**src/rtl/counter_cmd_encoder.sv**
```systemverilog
// Push-button command stage: sync, debounce and pulse-encode up/down buttons.
// Define COUNTER_CMD_AUTOREPEAT_EN to compile in hold-to-repeat.
module counter_cmd_encoder #(
    parameter int DB_CYCLES     = 4,
    parameter int HOLD_CYCLES   = 16,
    parameter int REPEAT_CYCLES = 8
) (
    input  logic       clk,
    input  logic       reset,
    input  logic       btn_up,
    input  logic       btn_down,
    output logic [1:0] enable,
    output logic [1:0] btn_state
);

    localparam int DBW  = (DB_CYCLES > 2) ? $clog2(DB_CYCLES) : 1;
`ifdef COUNTER_CMD_AUTOREPEAT_EN
    localparam int HMAX = (HOLD_CYCLES > REPEAT_CYCLES) ? HOLD_CYCLES : REPEAT_CYCLES;
    localparam int HW   = (HMAX > 2) ? $clog2(HMAX) : 1;

    typedef enum logic [1:0] {
        IDLE,
        HELD,
        REPEAT
    } state_e;
`else
    typedef enum logic {
        IDLE,
        HELD
    } state_e;
`endif

    if (DB_CYCLES < 2 || HOLD_CYCLES < 2 || REPEAT_CYCLES < 2) begin : g_bad_param
        $error("counter_cmd_encoder: cycle parameters must be >= 2");
    end

    logic [1:0] raw;
    logic [1:0] pulse;
    logic [1:0] level;
    logic [1:0] enable_q, enable_d;

    assign raw = {btn_down, btn_up};

    for (genvar b = 0; b < 2; b++) begin : g_btn
        logic           s1_q, s2_q;
        logic           lvl_q, lvl_d;
        logic [DBW-1:0] db_q, db_d;
        logic           rise, fall;
        logic           pls;
        state_e         st_q, st_d;
`ifdef COUNTER_CMD_AUTOREPEAT_EN
        logic [HW-1:0]  hc_q, hc_d;
`endif

        always_ff @(posedge clk or negedge reset) begin
            if (!reset) begin
                s1_q  <= 1'b0;
                s2_q  <= 1'b0;
                lvl_q <= 1'b0;
                db_q  <= '0;
                st_q  <= IDLE;
`ifdef COUNTER_CMD_AUTOREPEAT_EN
                hc_q  <= '0;
`endif
            end else begin
                s1_q  <= raw[b];
                s2_q  <= s1_q;
                lvl_q <= lvl_d;
                db_q  <= db_d;
                st_q  <= st_d;
`ifdef COUNTER_CMD_AUTOREPEAT_EN
                hc_q  <= hc_d;
`endif
            end
        end

        // Level flips on the DB_CYCLES-th consecutive differing sample.
        always_comb begin
            lvl_d = lvl_q;
            db_d  = '0;
            rise  = 1'b0;
            fall  = 1'b0;
            if (s2_q != lvl_q) begin
                if (db_q == DBW'(DB_CYCLES - 1)) begin
                    lvl_d = s2_q;
                    rise  = s2_q;
                    fall  = ~s2_q;
                end else begin
                    db_d = db_q + 1'b1;
                end
            end
        end

        always_comb begin
            st_d = st_q;
            pls  = 1'b0;
`ifdef COUNTER_CMD_AUTOREPEAT_EN
            hc_d = hc_q;
`endif
            unique case (st_q)
                IDLE: begin
                    if (rise) begin
                        st_d = HELD;
                        pls  = 1'b1;
                    end
                end
                HELD: begin
                    if (fall) begin
                        st_d = IDLE;
                    end
`ifdef COUNTER_CMD_AUTOREPEAT_EN
                    else if (hc_q == HW'(HOLD_CYCLES - 1)) begin
                        st_d = REPEAT;
                        pls  = 1'b1;
                    end
`endif
                end
`ifdef COUNTER_CMD_AUTOREPEAT_EN
                REPEAT: begin
                    if (fall) begin
                        st_d = IDLE;
                    end else if (hc_q == HW'(REPEAT_CYCLES - 1)) begin
                        pls = 1'b1;
                    end
                end
`endif
                default: st_d = IDLE;
            endcase
`ifdef COUNTER_CMD_AUTOREPEAT_EN
            // Any transition or pulse restarts the interval count.
            if (st_d != st_q || pls) begin
                hc_d = '0;
            end else if (st_q != IDLE) begin
                hc_d = hc_q + 1'b1;
            end
`endif
        end

        assign pulse[b] = pls;
        assign level[b] = lvl_q;
    end

    // Coincident pulses cancel rather than being queued.
    always_comb begin
        enable_d = 2'b00;
        unique case (1'b1)
            (pulse[0] & ~pulse[1]): enable_d = 2'b01;
            (pulse[1] & ~pulse[0]): enable_d = 2'b10;
            default:                enable_d = 2'b00;
        endcase
    end

    always_ff @(posedge clk or negedge reset) begin
        if (!reset) begin
            enable_q <= 2'b00;
        end else begin
            enable_q <= enable_d;
        end
    end

    assign enable    = enable_q;
    assign btn_state = level;

endmodule

```
**config.mk**
```make
export PLATFORM = sky130hd
export DESIGN_NAME = counter_cmd_encoder
export DESIGN_NICKNAME = d
export VERILOG_FILES = /design/src/rtl/counter_cmd_encoder.sv
export SDC_FILE = /design/constraint.sdc
export NUM_CORES = 1
export LEC_CHECK = 0
export CORE_MARGIN = 2
export CORE_UTILIZATION = 30
export DETAILED_ROUTE_END_ITERATION = 12
export SLEW_MARGIN = 10
export SYNTH_ARGS = -nofsm -noshare
export SYNTH_HDL_FRONTEND = slang
export SYNTH_SLANG_ARGS = --single-unit
```
**constraint.sdc**
```tcl
create_clock -name clk -period 1.95 [get_ports clk]
set_input_delay 0.585 -clock clk [delete_from_list [all_inputs] [get_ports clk]]
set_output_delay 0.585 -clock clk [all_outputs]
set_load 0.01 [all_outputs]
```
==> results_dict.tcl, run 1 <==
set metrics [dict create \
    power.density_nw_per_um2 1235 \
    routed_via_density 4.485 \
    drt_pass1_iterations 1 \
    fin_nets 58 \
    die_w_um 45.56 \
    dp_hpwl_um 502.5 \
    io_pins 8 \
    p_sw_share_pct 28.43 \
    grtUsageTotal_pct 9.323 \
    synth_seq_area_share_pct 67.63 \
    p_comb_share_pct 22.6 \
    setup_tns_ns 0 \
    initial_core_util_pct 31.01 \
    path_max_fanout 6 \
    crit_family "buffers and inverters" \
    cts_sinks 14 \
    grt-ovfl-total 0 \
    p_int_uw 563.8 \
    drcViolationCount 0 \
    numCtsBuffers 3 \
    dp_cells 64 \
    num_vias 305 \
    max-cap-violations 0 \
    crit_slowest_cell "clkdlybuf4s50_1" \
    slew_headroom_pct 83.65 \
    grt_pass1_vias 306 \
    cts-hold-fix-buffers 0 \
    crit_type "reg -> out" \
    grt_antenna_before_repair 0 \
    seqPwrFrac_pct 51.5 \
    final.setup.worst_slack_ns 0.07387 \
    ys_warn_count 0 \
    place_area_um2 601.8 \
    place_ws_ns 0.3886 \
    power_frac_clock_pct 25.9 \
    drive_above_1_share_pct 13.73 \
    grt_setup_unrepaired "false" \
    synth_top_area_share_pct 67.63 \
    stdcell_count 68 \
    clockBufferDepth 2 \
    synth_area_um2 518.0 \
    post-route-period-util_pct 96.21 \
    cp.arrival_ns 1.29 \
    wire_per_inst_um 10.29 \
    cts_max_level 1 \
    power.leakage_nw 0.2809 \
    yosys.area.top_type "dfrtp_1" \
    clock_latency_ns 0.27 \
    grt_max_degree 15 \
    ant_nets 0 \
    final_cell_mix "14 x dfrtp_1, 7 x clkdlybuf4s50_1, 4 x o21ai_0" \
    root_buffer "clkbuf_4" \
    rows 15 \
    clock_skew_ns 0.005140 \
    cts_resized 0 \
    ys_seq_elements 14 \
    power_switching_uw 223.9 \
    endpoint_kind "primary output" \
    finalInstanceArea_um2 638.1 \
    port-buffer-count 7 \
    status "completed" \
    yosysUniqueCellTypes 14 \
    cp_num_buf_inv 1 \
    start_kind "register" \
    tritoncts "built" \
    layout_commonest_cell "dfrtp_1" \
    postRouteWirelength_um 700 \
    crit_chain "clkdlybuf4s50_1" \
    finalSetupViolCount 0 \
    synth_area_per_cell_um2 12.63 \
    worst_pin_slew_ns 0.2430 \
    syn_inst 41 \
    synthesis.nets 47 \
    dr.first_iter.drc_count 0 \
    hold_viol 0 \
    drv_slew 0 \
    die_h_um 45.56 \
    core_um2 1670 \
    clk_pin_slew_ns 0.09 \
    ir_worst_vdd_mv 0.4674 \
    hp-class "reg -> reg" \
    place_congestion 0.6462 \
    critPathMaxStageDelay_ns 0.57 \
    grt_pass1_wl_um 1255 \
    yosys-top-cells-area "dfrtp_1 68%, ha_1 4.8%, o21ai_0 3.9%, xnor2_1 3.4%, a21oi_1 2.9%" \
    diodes 0 \
    min_period_ns 1.876 \
    syn_to_final_growth_pct 23.19 \
    max_freq_ghz 0.5330 \
    cp.required_ns 1.36 \
    postCtsSetupBuffers 0 \
    dieArea_um2 2075 \
]
-- path summary, 6_finish.rpt --
check | from | slack, ns | cells past startpoint | end
worst max-delay path | g_btn[1].lvl_q | 0.07 | 1 | btn_state[1]
min in group asynchronous | reset | 0.61 | 2 | g_btn[1].db_q[1]
worst max register to register | g_btn[0].db_q[0] | 0.82 | 4 | enable[1]
max in group asynchronous | reset | 1.18 | 2 | g_btn[0].db_q[1]
worst min-delay path | g_btn[0].s1_q | 0.35 | 0 | g_btn[0].s2_q
worst min register to register | g_btn[0].s1_q | 0.35 | 0 | g_btn[0].s2_q
-- power groups by stage --
stage	logic, mW	clock network, mW	registers, mW
6_report	0.178	0.204	0.406
3_3_place_gp	0.175	0	0.405
4_1_cts	0.182	0.214	0.405
5_1_grt	0.204	0.233	0.415
3_5_place_dp	0.179	0	0.411
2_1_floorplan	0.132	0	0.401
-- layout make-up --
cell class,count,area (um^2)
clock buffer,4,36.28
fill,152,1032
inverter,3,11.26
multi-input combinational,22,141.4
sequential,14,350.3
tap,17,21.27
timing repair buffer,8,77.57
-- metrics by stage --
| step | hold WS [ns] | power, mW | util, % |
|---|---|---|---|
| finish | 0.3527 | 0.7878 | 38.20 |
| floorplan | 0.2894 | 0.5329 | - |
| global route | 0.3607 | 0.8516 | 38.20 |
| CTS | 0.3550 | 0.8011 | 38.20 |
| global placement | 0.3325 | 0.5796 | 36.03 |
| detailed placement | 0.3355 | 0.5907 | 36.03 |
-- layer usage --
layer  track usage (%)  wire length [um]  vias up
met2             12.39               334        6
met3             3.571                24        0
met1             11.25               341      144
met5                 0                 0        -
li1                  -                 -      155
met4             8.824                 0        0
-- cells in the mapped netlist (all sizes together) --
library cell,n
buf,2
inv,3
o31a,1
dfrtp,14
nor2,1
a21oi,3
xnor2,2
ha,2
nor4,1
nand2,3
o21ai,4
nor3,3
nor2b,2
-- state kept, by name, summed over array words and instances (netlist names) --
signal	count
g_btn.db_q	4
enable	2
g_btn.lvl_q	2
g_btn.s1_q	2
g_btn.s2_q	2
g_btn.st_q	2
-- cell families (layout without fill, tap and decap cells) --
kind of cell	Yosys count	after routing	synth area share, %
flops	14	14	67.63
simple gates	10	10	10.39
compound gates	8	8	8.695
buf+inv	5	15	5.071
fa+ha+maj	2	2	4.830
xor+xnor	2	2	3.382
(Power assumes the default switching activity.)
==> run 2, diff against run 1 <==
Settings changed: CAP_MARGIN set to 25, DONT_BUFFER_PORTS set to 1, SLEW_MARGIN 10 to unset.
==> run 2 against run 1 <==
  * Worst setup slack better by 0.51 ns
  * Register-to-register slack better by 0.04 ns
  * Critical path depth is 1 lower
  * Sequential power is 4% higher
  * Total power is 12% lower
  * Maximum frequency is 37% higher
  * Sequential share of layout area is 8.0 points higher
  * Combinational power is 32% lower
  * Critical path type unchanged
==> results_dict.tcl, run 2 (same netlist as run 1, synthesis figures left out) <==
set metrics [dict create \
    final_cell_mix "14 x dfrtp_1, 4 x o21ai_0" \
    path_max_fanout 6 \
    syn_to_final_growth_pct 7.488 \
    top_layer "met4" \
    max-cap-violations 0 \
    largest_reg_flops 4 \
    wire_per_inst_um 11.07 \
    place_ws_ns 0.8607 \
    wl_met3_um 65 \
    fin_nets 51 \
    reg2reg_slack_ns 0.86 \
    clk_pin_slew_ns 0.07 \
    tritoncts "built" \
    status "completed" \
    die_h_um 45.56 \
    max_freq_ghz 0.7309 \
    drt_pass1_iterations 4 \
    grt_max_degree 15 \
    min_period_ns 1.368 \
    slew_headroom_pct 60.00 \
    grt-ovfl-total 0 \
    crit_type "reg -> out" \
    place_congestion 0.6484 \
    final.setup.worst_slack_ns 0.5818 \
    hp-class "in -> reg" \
    layout_commonest_cell "dfrtp_1" \
    port-buffer-count 0 \
    power.leakage_nw 0.2471 \
    die_w_um 45.56 \
    utilization_pct 33.33 \
    io_pins 8 \
    clockBufferDepth 2 \
    setup_tns_ns 0 \
    numCtsBuffers 3 \
    dr.first_iter.drc_count 11 \
    clock_skew_ns 0.003794 \
    cts_max_level 1 \
    drcViolationCount 0 \
    top_register "g_btn.db_q" \
    power.density_nw_per_um2 1242 \
    grt_pass1_wl_um 1221 \
    start_kind "register" \
    cp.required_ns 1.36 \
    ant_nets 0 \
    routed_via_density 5.050 \
    hold_viol 0 \
    met2_length_um 282 \
    initial_core_util_pct 31.01 \
    grt_setup_unrepaired "false" \
    num_vias 303 \
    postRouteWirelength_um 664 \
    endpoint_kind "primary output" \
    diodes 0 \
    grt_pass1_vias 308 \
    core_um2 1670 \
    root_buffer "clkbuf_4" \
    ir_worst_vdd_mv 0.5139 \
    power_uw 691.8 \
    grt_antenna_before_repair 0 \
    worst_pin_slew_ns 0.5981 \
    drive_above_1_share_pct 11.63 \
    postCtsSetupBuffers 0 \
    clock_latency_ns 0.27 \
    rows 15 \
    cts_sinks 14 \
    drv_slew 0 \
    grtUsageTotal_pct 8.993 \
    met1Wirelength_um 301 \
    cp.arrival_ns 0.78 \
    post-route-period-util_pct 70.17 \
    finalSetupViolCount 0 \
    dieArea_um2 2075 \
]
-- run 2: layout make-up --
type	count	area (um^2)
clock buffers	3	22.52
flip-flops and latches	14	350.3
fillers	161	1114
repair buffers	1	10.01
multi-input cells	22	141.4
well taps	17	21.27
inverters	3	11.26
-- run 2: power breakdown --
group	internal (mW)	leakage [nW]	switching [mW]
registers	0.353	0.174	0.0674
logic	0.0588	0.0596	0.0622
clock network	0.0714	0.0138	0.0788
total	0.483	0.247	0.208
-- run 2: per-stage QoR --
stage	area, um^2	hold WS, ns	cells
6_report	556.8	0.3417	60
5_1_grt	556.8	0.3114	60
4_1_cts	556.8	0.3256	60
3_5_place_dp	524.3	0.2897	56
3_3_place_gp	524.3	0.2897	56
2_1_floorplan	518.0	0.2894	41
-- run 2: what timing repair did --
action / CTS / global route
endpoints found under the hold margin: 14 / 0
gates resized for setup: 0 / 0
hold buffers: 1 / 0
-- run 2: per-layer routing --
metal,vias to the layer above,track usage (%)
met3,2,6.349
li1,141,-
met2,19,12.68
met4,0,7.059
met5,-,0
met1,141,9.000
-- run 2: final timing paths --
| kind | to | start | depth (start not counted) |
|---|---|---|---|
| min in group asynchronous | g_btn[1].st_q | reset | 1 |
| min reg2reg | g_btn[1].s2_q | g_btn[1].s1_q | 0 |
| max in group asynchronous | g_btn[1].db_q[1] | reset | 1 |
| min | g_btn[0].s1_q | btn_up | 0 |
| max | btn_state[1] | g_btn[1].lvl_q | 0 |
| max reg2reg | enable[1] | g_btn[0].db_q[0] | 4 |
==> run 3, diff against run 2 <==
Clock period 1.95 ns to 1.1 ns, I/O delays scaled along.
==> run 3 against run 2 <==
  * First-iteration DRC count decreased by 91%
  * Worst hold slack lost 0.27 ns
  * Clock power grew 140%
  * Total power is 100% higher
  * Largest cell class unchanged
==> results_dict.tcl, run 3 (same netlist as run 1, synthesis figures left out) <==
set metrics [dict create \
    status "completed" \
    hp-class "in -> reg" \
    final.setup.worst_slack_ns 0.01790 \
    rows 15 \
    cp.arrival_ns 0.75 \
    numCtsBuffers 3 \
    clock_skew_ns 0.001439 \
    clk_pin_slew_ns 0.08 \
    die_w_um 45.56 \
    initial_core_util_pct 31.01 \
    cts_max_level 1 \
    drcViolationCount 0 \
    die_h_um 45.56 \
    holdCritStartpoint "btn_down" \
    drv_slew 0 \
    top_register "g_btn.db_q" \
    cp.required_ns 0.77 \
    grt_antenna_before_repair 0 \
    ir_worst_vdd_mv 1.344 \
    min_period_ns 1.082 \
    tritoncts "built" \
    place_area_um2 539.3 \
    grt_pass1_vias 327 \
    crit_type "reg -> out" \
    dieArea_um2 2075 \
    hold_viol 0 \
    ant_nets 0 \
    place_congestion 0.6698 \
    grtUsageTotal_pct 9.901 \
    fin_nets 54 \
    routed_via_density 4.781 \
    clockBufferDepth 2 \
    core_um2 1670 \
    wire_per_inst_um 10.48 \
    dr.first_iter.drc_count 1 \
    max-cap-violations 0 \
    endpoint_kind "primary output" \
    postRouteWirelength_um 671 \
    worst_pin_slew_ns 0.5840 \
    io_pins 8 \
    rr_endpoint "enable[0]" \
    drive_above_1_share_pct 34.04 \
    n_fill_cell 162 \
    min_to "g_btn[1].s1_q" \
    finalSetupViolCount 0 \
    cts_sinks 14 \
    final_cell_mix "12 x dfrtp_1, 3 x inv_1, 3 x clkbuf_4, 3 x buf_4" \
    power.density_nw_per_um2 2255 \
    rr_startpoint "g_btn[1].db_q[0]" \
    finalInstanceArea_um2 613.1 \
    port-buffer-count 0 \
    worstRegToRegCells 3 \
    dp_hpwl_um 473 \
    largest_reg_flops 4 \
    layout_commonest_cell "dfrtp_1" \
    clock_latency_ns 0.28 \
    stdcell_count 64 \
    root_buffer "clkbuf_4" \
    worst-path-stages 0 \
    grt_pass1_wl_um 1359 \
    diodes 0 \
    power.leakage_nw 0.2631 \
    path_max_fanout 6 \
    grt_max_degree 15 \
    syn_to_final_growth_pct 18.36 \
    utilization_pct 36.70 \
    max_freq_ghz 0.9241 \
    worstHoldPathCells 0 \
    grt_setup_unrepaired "true" \
    place_ws_ns 0.03312 \
    slew_headroom_pct 60.94 \
    post-route-period-util_pct 98.37 \
    grt-ovfl-total 0 \
    drt_pass1_iterations 2 \
    dp_cells 58 \
    start_kind "register" \
    reg2reg_slack_ns 0.08 \
    num_vias 306 \
]
-- run 3: cell count changes in the layout (fill, tap and decap cells not counted), moves of 2 or more --
| cell | before | now |
|---|---|---|
| dfrtp_1 | 14 | 12 |
| o21ai_1 | 0 | 2 |
| dfrtp_2 | 0 | 2 |
| ha_2 | 0 | 2 |
| buf_4 | 0 | 3 |
| ha_1 | 2 | 0 |
| o21ai_0 | 4 | 2 |
-- run 3: area by class of cell --
| cell class | instances | area (um^2) | area share [%] |
|---|---|---|---|
| sequential | 14 | 352.8 | 57.55 |
| multi-input combinational | 22 | 158.9 | 25.92 |
| clock buffer | 4 | 36.28 | 5.918 |
| timing repair buffer | 4 | 32.53 | 5.306 |
| tap | 17 | 21.27 | 3.469 |
| inverter | 3 | 11.26 | 1.837 |
-- run 3: power by group --
part | switching, mW | total [mW] | internal (mW)
registers | 0.124 | 0.756 | 0.633
logic | 0.118 | 0.264 | 0.146
clock network | 0.161 | 0.363 | 0.202
-- run 3: what timing repair did --
| item | CTS | global route |
|---|---|---|
| endpoints found under the hold margin | 14 | 0 |
| setup buffers | 0 | 1 |
| setup endpoints to repair | 2 | 7 |
| gates resized for setup | 2 | 7 |
| hold buffers | 1 | 0 |
| pin swaps | 0 | 2 |
-- run 3: worst max-delay path by stage --
stage / from / endpoint / slack, ns
after global routing: g_btn[1].lvl_q / btn_state[1] / -0.02
final: g_btn[1].lvl_q / btn_state[1] / 0.02
after floorplan: g_btn[0].db_q[0] / enable[1] / 0.08
after CTS: g_btn[1].lvl_q / btn_state[1] / 0.01
after global placement: g_btn[0].db_q[0] / g_btn[0].st_q / 0.06
after detailed placement: g_btn[0].db_q[0] / enable[1] / 0.03
-- run 3: per-layer routing --
layer	GRT usage [%]	vias up	share of wire [%]
li1	-	147	-
met1	10.50	148	44
met2	14.37	9	45
met3	7.143	2	8.8
met4	5.294	0	1.5
met5	0	-	0
-- run 3: metrics by stage --
step / power, mW / TNS, ns / hold WS [ns]
floorplan: 0.9447 / 0 / 0.03441
global placement: 0.9660 / 0 / 0.03470
detailed placement: 0.9727 / 0 / 0.03473
CTS: 1.359 / 0 / 0.05910
global route: 1.509 / -0.04427 / 0.04042
finish: 1.383 / 0 / 0.07026
